[src/rtl/conv_pkg.sv]
// Shared constants, state encoding and address helper for the conv + pool sequencer.
package conv_pkg;

    localparam int IMG_W     = 14;
    localparam int K         = 3;
    localparam int MAC_LAT   = 2;
    localparam int OUT_W     = (IMG_W - K + 1) / 2;
    localparam int PIX_CNT_W = 8;
    localparam int RB_AW     = 6;
    localparam int COORD_W   = 4;
    localparam int NUM_PIX   = IMG_W * IMG_W;
    localparam int NUM_WGT   = K * K;
    localparam int NUM_OUT   = OUT_W * OUT_W;

    typedef enum logic [1:0] {
        IDLE   = 2'd0,
        LOAD   = 2'd1,
        DRAIN  = 2'd2,
        OUTPUT = 2'd3
    } state_t;

    // Pooled-output address of the 2x2 block that contains conv position (cr, cc).
    function automatic logic [RB_AW-1:0] rb_addr(input logic [COORD_W-1:0] cr,
                                                 input logic [COORD_W-1:0] cc);
        return RB_AW'(cr[COORD_W-1:1]) * RB_AW'(OUT_W) + RB_AW'(cc[COORD_W-1:1]);
    endfunction

endpackage

[src/rtl/conv_pool_delay.sv]
// Fixed-depth shift register carrying a conv issue {valid, row, col} across the MAC latency.
module conv_pool_delay #(
    parameter int DEPTH = 2,
    parameter int CW    = 4
) (
    input  logic          clk,
    input  logic          rst,
    input  logic          in_valid,
    input  logic [CW-1:0] in_row,
    input  logic [CW-1:0] in_col,
    output logic          out_valid,
    output logic [CW-1:0] out_row,
    output logic [CW-1:0] out_col
);

    logic [DEPTH-1:0]         vld_q, vld_d;
    logic [DEPTH-1:0][CW-1:0] row_q, row_d;
    logic [DEPTH-1:0][CW-1:0] col_q, col_d;

    genvar gi;
    generate
        for (gi = 0; gi < DEPTH; gi++) begin : g_stage
            if (gi == 0) begin : g_head
                assign vld_d[gi] = in_valid;
                assign row_d[gi] = in_row;
                assign col_d[gi] = in_col;
            end else begin : g_tail
                assign vld_d[gi] = vld_q[gi-1];
                assign row_d[gi] = row_q[gi-1];
                assign col_d[gi] = col_q[gi-1];
            end
        end
    endgenerate

    always_ff @(posedge clk or posedge rst) begin
        if (rst) begin
            vld_q <= '0;
            row_q <= '0;
            col_q <= '0;
        end else begin
            vld_q <= vld_d;
            row_q <= row_d;
            col_q <= col_d;
        end
    end

    assign out_valid = vld_q[DEPTH-1];
    assign out_row   = row_q[DEPTH-1];
    assign out_col   = col_q[DEPTH-1];

endmodule

[src/rtl/conv_pool_ctrl.sv]
// Frame sequencer for the 14x14 conv + 2x2 max-pool datapath: pixel counting,
// window issue, pool/result-buffer control and the 36-word readout burst.
module conv_pool_ctrl
    import conv_pkg::*;
(
    input  logic                 clk,
    input  logic                 rst,
    input  logic                 in_valid,
    output logic                 busy,
    output logic                 wgt_wr_en,
    output logic [3:0]           wgt_wr_idx,
    output logic                 lb_wr_en,
    output logic [COORD_W-1:0]   lb_wr_row,
    output logic [COORD_W-1:0]   lb_wr_col,
    output logic                 conv_en,
    output logic [COORD_W-1:0]   conv_row,
    output logic [COORD_W-1:0]   conv_col,
    output logic                 pool_en,
    output logic                 pool_load,
    output logic [2:0]           pool_col,
    output logic                 rb_wr_en,
    output logic [RB_AW-1:0]     rb_wr_addr,
    output logic                 rb_rd_en,
    output logic [RB_AW-1:0]     rb_rd_addr,
    output logic                 out_valid,
    output logic                 frame_done
);

    state_t                 state_q, state_d;
    logic [PIX_CNT_W-1:0]   pix_cnt_q, pix_cnt_d;
    logic [COORD_W-1:0]     row_q, row_d, col_q, col_d;
    logic                   conv_en_q, conv_en_d;
    logic [COORD_W-1:0]     conv_row_q, conv_row_d, conv_col_q, conv_col_d;
    logic [RB_AW-1:0]       rd_cnt_q, rd_cnt_d;
    logic                   out_valid_q, out_valid_d;
    logic                   frame_done_q, frame_done_d;

    logic                   accept, last_pix, rd_en, last_wr;
    logic                   dly_valid;
    logic [COORD_W-1:0]     dly_row, dly_col;

    // Beats are only taken while loading; reset also masks the combinational strobes.
    always_comb begin
        accept    = in_valid && !rst && (state_q == IDLE || state_q == LOAD);
        last_pix  = (pix_cnt_q == PIX_CNT_W'(NUM_PIX - 1));
        pix_cnt_d = pix_cnt_q;
        row_d     = row_q;
        col_d     = col_q;
        if (accept) begin
            if (last_pix) begin
                pix_cnt_d = '0;
                row_d     = '0;
                col_d     = '0;
            end else begin
                pix_cnt_d = pix_cnt_q + PIX_CNT_W'(1);
                if (col_q == COORD_W'(IMG_W - 1)) begin
                    col_d = '0;
                    row_d = row_q + COORD_W'(1);
                end else begin
                    col_d = col_q + COORD_W'(1);
                end
            end
        end
        conv_en_d  = accept && (row_q >= COORD_W'(K - 1)) && (col_q >= COORD_W'(K - 1));
        conv_row_d = conv_en_d ? row_q - COORD_W'(K - 1) : '0;
        conv_col_d = conv_en_d ? col_q - COORD_W'(K - 1) : '0;
    end

    conv_pool_delay #(
        .DEPTH (MAC_LAT),
        .CW    (COORD_W)
    ) u_delay (
        .clk       (clk),
        .rst       (rst),
        .in_valid  (conv_en_q),
        .in_row    (conv_row_q),
        .in_col    (conv_col_q),
        .out_valid (dly_valid),
        .out_row   (dly_row),
        .out_col   (dly_col)
    );

    // First element of a 2x2 block loads the accumulator; the last one commits it.
    always_comb begin
        pool_en    = dly_valid;
        pool_load  = dly_valid && !dly_row[0] && !dly_col[0];
        pool_col   = dly_valid ? dly_col[COORD_W-1:1] : '0;
        rb_wr_en   = dly_valid && dly_row[0] && dly_col[0];
        rb_wr_addr = rb_wr_en ? rb_addr(dly_row, dly_col) : '0;
        last_wr    = rb_wr_en && (rb_wr_addr == RB_AW'(NUM_OUT - 1));
    end

    always_comb begin
        rd_en        = (state_q == OUTPUT) && (rd_cnt_q < RB_AW'(NUM_OUT));
        rd_cnt_d     = (state_q != OUTPUT) ? '0 :
                       rd_en ? rd_cnt_q + RB_AW'(1) : rd_cnt_q;
        out_valid_d  = rd_en;
        frame_done_d = rd_en && (rd_cnt_q == RB_AW'(NUM_OUT - 1));
    end

    // OUTPUT is held until the last out_valid so the burst never leaves the state.
    always_comb begin
        state_d = state_q;
        case (state_q)
            IDLE:    if (accept)             state_d = LOAD;
            LOAD:    if (accept && last_pix) state_d = DRAIN;
            DRAIN:   if (last_wr)            state_d = OUTPUT;
            OUTPUT:  if (frame_done_q)       state_d = IDLE;
            default:                         state_d = IDLE;
        endcase
    end

    always_ff @(posedge clk or posedge rst) begin
        if (rst) begin
            state_q      <= IDLE;
            pix_cnt_q    <= '0;
            row_q        <= '0;
            col_q        <= '0;
            conv_en_q    <= 1'b0;
            conv_row_q   <= '0;
            conv_col_q   <= '0;
            rd_cnt_q     <= '0;
            out_valid_q  <= 1'b0;
            frame_done_q <= 1'b0;
        end else begin
            state_q      <= state_d;
            pix_cnt_q    <= pix_cnt_d;
            row_q        <= row_d;
            col_q        <= col_d;
            conv_en_q    <= conv_en_d;
            conv_row_q   <= conv_row_d;
            conv_col_q   <= conv_col_d;
            rd_cnt_q     <= rd_cnt_d;
            out_valid_q  <= out_valid_d;
            frame_done_q <= frame_done_d;
        end
    end

    assign busy       = (state_q != IDLE);
    assign wgt_wr_en  = accept && (pix_cnt_q < PIX_CNT_W'(NUM_WGT));
    assign wgt_wr_idx = wgt_wr_en ? pix_cnt_q[3:0] : 4'd0;
    assign lb_wr_en   = accept;
    assign lb_wr_row  = accept ? row_q : '0;
    assign lb_wr_col  = accept ? col_q : '0;
    assign conv_en    = conv_en_q;
    assign conv_row   = conv_row_q;
    assign conv_col   = conv_col_q;
    assign rb_rd_en   = rd_en;
    assign rb_rd_addr = rd_en ? rd_cnt_q : '0;
    assign out_valid  = out_valid_q;
    assign frame_done = frame_done_q;

endmodule

[config.mk]
export PLATFORM = sky130hd
export DESIGN_NAME = conv_pool_ctrl
export DESIGN_NICKNAME = d
export VERILOG_FILES = /design/src/rtl/conv_pkg.sv /design/src/rtl/conv_pool_delay.sv /design/src/rtl/conv_pool_ctrl.sv
export SDC_FILE = /design/constraint.sdc
export NUM_CORES = 1
export LEC_CHECK = 0
export CAP_MARGIN = 20
export CORE_AREA = 10 10 106 108
export CTS_CLUSTER_DIAMETER = 120
export DETAILED_ROUTE_END_ITERATION = 8
export DIE_AREA = 0 0 116 118
export GPL_TIMING_DRIVEN = 1
export PLACE_DENSITY = 0.57
export SYNTH_ARGS = -nofsm -noshare
export SYNTH_HDL_FRONTEND = slang
export SYNTH_SLANG_ARGS = --single-unit
[constraint.sdc]
create_clock -name clk -period 3.29 [get_ports clk]
set_clock_uncertainty 0.2 [all_clocks]
set_input_delay 0.4935 -clock clk [delete_from_list [all_inputs] [get_ports clk]]
set_output_delay 0.4935 -clock clk [all_outputs]
set_load 0.1 [all_outputs]
==> flow_summary_export.csv, run 1 <==
group,metric,value,unit
synth,syn_avg_cell_area,10.7,um^2
synth,ys.flop_type,"dfrtp_1",
pwr,max-vdd-ir-drop,305,uV
cells_and_area,finalNonFillerCells,410,
synth,synth_xor_area_frac,0.0644,
pwr,internal_power,1.31,mW
synth,yosysUniqueCellTypes,46,
global_routing,grt_max_degree,54,
critical_path,reg2reg_depth,8,
synth,synth-simple-area-share,0.193,
critical_path,crit_type,"reg -> out",
clock_tree,cts_resized,0,
hold_path,hp-start,"u_delay.col_d[7]",
cells_and_area,final_layout_size_suffix_gt1_frac,0.258,
synth,synth_top_family_by_area,"simple AND/OR/NAND/NOR gates",
cells_and_area,final_common_cell,"dfrtp_1",
clock_tree,root_buffer,"clkbuf_8",
clock_tree,worstSkewPairLatency,310,ps
timing,slew-limit-headroom,0.543,
status,status,"complete, no violations",
timing,fin_crit_sh,0.900,
synth,synth_compound_area_frac,0.0802,
clock_tree,clkTransAtPathRegs,90,ps
flow_run,maxCapViolCount,0,
timing,worstMarginPinSlew,681,ps
clock_tree,cts_tree,"yes",
timing,layout_setup_ws,330,ps
cells_and_area,nNetsFinal,322,
global_routing,grt_overflow_total,0,
global_routing,grt_pass1_wl,9120,um
critical_path,end_kind,"output port",
critical_path,worstReg2RegEnd,"state_q[1]",
synth,async_reset_ff_frac,1.00,
place,placedCellCount,402,
detailed_routing,vias,1814,
detailed_routing,detail_route.first_pass.iterations,4,
synth,synthMuxAreaShare,0.00788,
floorplan,dieWidth,116,um
pwr,p_sw_frac,0.481,
timing,fin_setup_tns,0,ps
timing,setup_viol,0,
pwr,p_clk_frac,0.146,
timing,fmax,0.338,GHz
synth,synth_fa_ha_area_frac,0.103,
clock_tree,htreeDepth,2,
global_routing,first_global_vias,1854,
clock_tree,hold_buffers,0,
place,dp_hpwl,4270,um
critical_path,crit_end,"rb_wr_addr[5]",
pwr,pwr_density_cell,724,mW/mm^2
floorplan,fp.dieH,118,um
detailed_routing,drtIter0Drc,39,
cells_and_area,antenna_cells,0,
cells_and_area,syn2layout_area_growth,29.0,%
place,pre_cts_ws,493,ps
synth,synth_seq_cells,53,
synth,synth_seq_area_share,0.491,
pwr,p_sw,1.21,mW
timing,whs,155,ps
synth,synthesis.nets,277,
critical_path,rrSetupSlack,710,ps
pwr,total_power,2.52,mW
pwr,p_comb_frac,0.465,
floorplan,core_area,0.00911,mm^2
pwr,p_leak,1.69,nW
floorplan,start_util,0.296,
timing,rsz0062_at_grt,"no",
floorplan,ios,48,
detailed_routing,wl,5440,um
synth,syn-cell-area,0.00270,mm^2
detailed_routing,drc,0,
detailed_routing,wl_per_cell,13.3,um
synth,synth_edf_count,0,
cells_and_area,layout_common_cells,"dfrtp_1 (53), buf_4 (30), nor2_1 (29), inv_1 (22), ha_1 (19)",
synth,ys_warn_count,0,
synth,syn_inst,253,
critical_path,worstPathRequired,2600,ps
timing,maxSlewViolCount,0,
floorplan,floorplan.die_area,0.0137,mm^2
global_routing,grt_antenna_before_repair,0,
hold_path,hp-class,"reg -> reg",
clock_tree,clock-sinks,53,
clock_tree,postCtsSetupBuffers,0,
place,gp_congestion,0.815,
pwr,seq_power_share,0.389,
timing,report.final.hold_viol_count,0,
clock_tree,cts_buffers,5,
critical_path,worstReg2RegStart,"u_delay.out_row[2]",
floorplan,fp-row-count,35,
place,place.port_buffers,47,
critical_path,cp-start-kind,"flop",
critical_path,path_max_fanout,5,
critical_path,crit_arrival,2270,ps
global_routing,grt_usage,0.0821,
timing,period_minus_slack,2960,ps
clock_tree,clock_path_buffers,2,
critical_path,crit_path_start,"u_delay.out_row[2]",
detailed_routing,ant_nets,0,
detailed_routing,vias_per_cell,4.42,
==> logic make-up (layout without fill, tap and decap cells) <==
logic type,Yosys count,after routing
fa+ha+maj,21,21
mux,2,2
flops,53,53
compound gates,25,25
simple gates,98,98
buf+inv,35,81
xor+xnor,19,19
==> worst min path at each step <==
| stage | cells after the start | endpoint |
|---|---|---|
| 4_1_cts | 0 | u_delay.out_col[1] |
| 3_5_place_dp | 0 | u_delay.out_col[1] |
| 6_report | 0 | u_delay.out_col[3] |
| 2_1_floorplan | 0 | u_delay.out_col[0] |
| 3_3_place_gp | 0 | u_delay.out_row[3] |
| 5_1_grt | 0 | u_delay.vld_q[1] |
==> synthesized netlist by cell type (2+ instances only) <==
| library cell | instances | share of area |
|---|---|---|
| xnor2_1 | 11 | 0.036 |
| and2_1 | 19 | 0.044 |
| a211oi_1 | 2 | 0.0056 |
| nor2_1 | 30 | 0.042 |
| a21o_1 | 2 | 0.0056 |
| ha_1 | 19 | 0.088 |
| dfrtp_1 | 53 | 0.49 |
| nand2_1 | 13 | 0.018 |
| nor2b_1 | 3 | 0.0070 |
| nand4b_1 | 2 | 0.0065 |
| buf_4 | 8 | 0.022 |
| a21oi_1 | 4 | 0.0074 |
| and3_1 | 10 | 0.023 |
| nand3_1 | 6 | 0.011 |
| xor2_1 | 7 | 0.023 |
| nand2b_1 | 2 | 0.0046 |
| fa_1 | 2 | 0.015 |
| nor3_1 | 3 | 0.0056 |
| and4_1 | 2 | 0.0065 |
| clkbuf_1 | 3 | 0.0042 |
| inv_1 | 23 | 0.032 |
| o21ai_0 | 5 | 0.0093 |
==> critical path: stages, from the launching register on <==
cell,delay [ps]
dfrtp_1,410
ha_1,300
inv_1,60
fa_1,470
nor3_1,260
xnor2_1,90
nor2_1,170
buf_12,200
==> registers in the layout, indices dropped and copies added, names as in the netlist <==
name and cells:
rd_cnt_q 6, u_delay.row_d 4, pix_cnt_q 8, conv_col 4, row_q 4, out_valid 1, col_q 4, u_delay.out_col 4
state_q 2, frame_done 1, u_delay.col_d 4, u_delay.vld_q 2, u_delay.out_row 4, conv_row 4, conv_en 1
==> power groups by stage <==
stage | Sequential, mW | Clock (mW) | Combinational [mW]
after detailed placement | 0.996 | 0 | 1.19
after CTS | 0.984 | 0.382 | 1.19
after global placement | 0.995 | 0 | 1.18
final | 0.981 | 0.367 | 1.17
after global routing | 1.01 | 0.410 | 1.28
after floorplan | 1.02 | 0 | 0.872
==> metal layers <==
layer / track usage / part of all wire / vias to the layer above
met5: 0 / 0 / -
met1: 0.0907 / 0.43 / 862
met2: 0.141 / 0.50 / 29
met3: 0.0260 / 0.053 / 7
met4: 0.0321 / 0.016 / 0
li1: - / - / 916
==> per-stage QoR <==
stage | util | instance area [um^2]
2_1_floorplan | - | 2730
3_3_place_gp | 0.373 | 3390
3_5_place_dp | 0.373 | 3390
4_1_cts | 0.382 | 3480
5_1_grt | 0.382 | 3480
6_report | 0.382 | 3480
==> final cells by class <==
| cell class | instances | area, um^2 |
|---|---|---|
| fill | 899 | 5630 |
| sequential | 53 | 1330 |
| multi-input combinational | 165 | 1240 |
| timing repair buffer | 50 | 606 |
| tap | 111 | 139 |
| inverter | 23 | 86.3 |
| clock buffer | 5 | 68.8 |
| clock inverter | 3 | 21.3 |
No activity file was read; power rests on OpenSTA's default activity.
==> run 2, diff against run 1 <==
--- a/config.mk
+++ b/config.mk
@@ -10,8 +10,10 @@
 export CTS_CLUSTER_DIAMETER = 120
 export DETAILED_ROUTE_END_ITERATION = 8
 export DIE_AREA = 0 0 116 118
+export GPL_ROUTABILITY_DRIVEN = 0
 export GPL_TIMING_DRIVEN = 1
 export PLACE_DENSITY = 0.57
 export SYNTH_ARGS = -nofsm -noshare
 export SYNTH_HDL_FRONTEND = slang
 export SYNTH_SLANG_ARGS = --single-unit
+export TNS_END_PERCENT = 10
==> run 2 against run 1 <==
Against the previous run: critical path depth unchanged; clock power about the same; die area unchanged; via count is 0.28% higher; worst hold slack worse by 1.3 ps; wire length is 1.6% higher; sequential share of layout area grew 0.21 points; register-to-register slack better by 30 ps; first-iteration DRC count is 5.1% lower; critical endpoint unchanged; power barely moved.
==> flow_summary_export.csv, run 2 (same netlist as run 1, synthesis figures left out) <==
group,metric,value,unit
status,status,"complete, no violations",
cells_and_area,final_cell_area,0.00346,mm^2
clock_tree,clock-sinks,53,
timing,fin_setup_tns,0,ps
clock_tree,hold_buffers,0,
floorplan,floorplan.die_area,0.0137,mm^2
global_routing,grt_antenna_before_repair,0,
timing,maxSlewViolCount,0,
clock_tree,cts_resized,0,
timing,whs,153,ps
timing,setup_viol,0,
global_routing,grt_max_degree,38,
timing,worstMarginPinSlew,726,ps
clock_tree,clock_path_buffers,2,
hold_path,hp-class,"reg -> reg",
detailed_routing,wl_per_cell,13.5,um
timing,rsz0062_at_grt,"no",
critical_path,path_max_fanout,5,
critical_path,end_kind,"output port",
global_routing,grt_overflow_total,0,
pwr,pwr_density_cell,727,mW/mm^2
floorplan,core_area,0.00911,mm^2
timing,period_minus_slack,2970,ps
detailed_routing,vias_per_cell,4.44,
cells_and_area,layout_common_cells,"dfrtp_1 (53), nor2_1 (30), buf_4 (30), inv_1 (22)",
cells_and_area,final_util,0.380,
detailed_routing,vias,1819,
place,post_dp_cell_area,0.00337,mm^2
critical_path,crit_arrival,2270,ps
detailed_routing,wl,5530,um
pwr,max-vdd-ir-drop,377,uV
global_routing,grt_usage,0.0843,
pwr,p_leak,1.68,nW
cells_and_area,largest-register,"pix_cnt_q",
cells_and_area,finalNonFillerCells,410,
floorplan,ios,48,
critical_path,crit_type,"reg -> out",
floorplan,dieWidth,116,um
clock_tree,root_buffer,"clkbuf_8",
timing,fmax,0.337,GHz
cells_and_area,antenna_cells,0,
timing,fin_crit_sh,0.902,
cells_and_area,fillCellCount,931,
cells_and_area,largest_reg_flops,8,
cells_and_area,nNetsFinal,322,
floorplan,fp-row-count,35,
critical_path,worstPathRequired,2600,ps
detailed_routing,drtIter0Drc,37,
global_routing,first_global_vias,1875,
place,placedCellCount,402,
clock_tree,clkTransAtPathRegs,90,ps
floorplan,start_util,0.296,
pwr,total_power,2.52,mW
detailed_routing,ant_nets,0,
critical_path,cp-start-kind,"flop",
cells_and_area,final_layout_size_suffix_gt1_frac,0.231,
clock_tree,worstSkewPairLatency,300,ps
cells_and_area,reg.largest.list,"pix_cnt_q (8), rd_cnt_q (6)",
clock_tree,postCtsSetupBuffers,0,
detailed_routing,drc,0,
cells_and_area,syn2layout_area_growth,28.3,%
clock_tree,cts_tree,"yes",
clock_tree,htreeDepth,2,
timing,report.final.hold_viol_count,0,
floorplan,fp.dieH,118,um
global_routing,grt_pass1_wl,9420,um
cells_and_area,final_common_cell,"dfrtp_1",
place,dp_hpwl,4330,um
timing,slew-limit-headroom,0.513,
flow_run,maxCapViolCount,0,
clock_tree,cts_buffers,5,
detailed_routing,detail_route.first_pass.iterations,4,
timing,layout_setup_ws,322,ps
place,pre_cts_ws,399,ps
place,place.port_buffers,47,
[run 2: path summary, 6_finish.rpt]
check / to / cells past startpoint / slack [ps] / start
worst max-delay path: rb_wr_addr[5] / 7 / 320 / u_delay.out_row[2]
worst min-delay path: u_delay.out_row[1] / 0 / 150 / u_delay.row_d[5]
worst max register to register: state_q[1] / 8 / 740 / u_delay.out_row[2]
worst min register to register: u_delay.out_row[1] / 0 / 150 / u_delay.row_d[5]
max in group asynchronous: u_delay.out_row[3] / 3 / 2020 / rst
min in group asynchronous: frame_done / 2 / 340 / rst
[run 2: critical path, stage by stage (launching register included)]
cell and delay, ps:
dfrtp_1 410, ha_1 310, inv_1 60, fa_1 480
nor3_1 260, xnor2_1 90, nor2_1 170, buf_12 200
[run 2: cell type report]
class	instances	area, um^2	share of cell area
Sequential cell	53	1330	0.383
Inverter	23	86.3	0.0249
Multi-Input combinational cell	165	1220	0.351
Timing Repair Buffer	50	606	0.175
Tap cell	111	139	0.0401
Clock inverter	3	21.3	0.00614
Clock buffer	5	68.8	0.0199
[run 2: metal layers]
| metal | global-route usage | up-vias | wire length, um |
|---|---|---|---|
| met2 | 0.129 | 31 | 2620 |
| met4 | 0.0305 | 0 | 57 |
| met3 | 0.0291 | 2 | 315 |
| li1 | - | 912 | - |
| met5 | 0 | - | 0 |
| met1 | 0.106 | 874 | 2530 |
[run 2: power by group]
part           switching [mW]  internal, mW  total [mW]
clock network           0.218         0.151       0.369
logic                   0.821         0.349        1.17
registers               0.177         0.804       0.981
total                    1.22          1.30        2.52
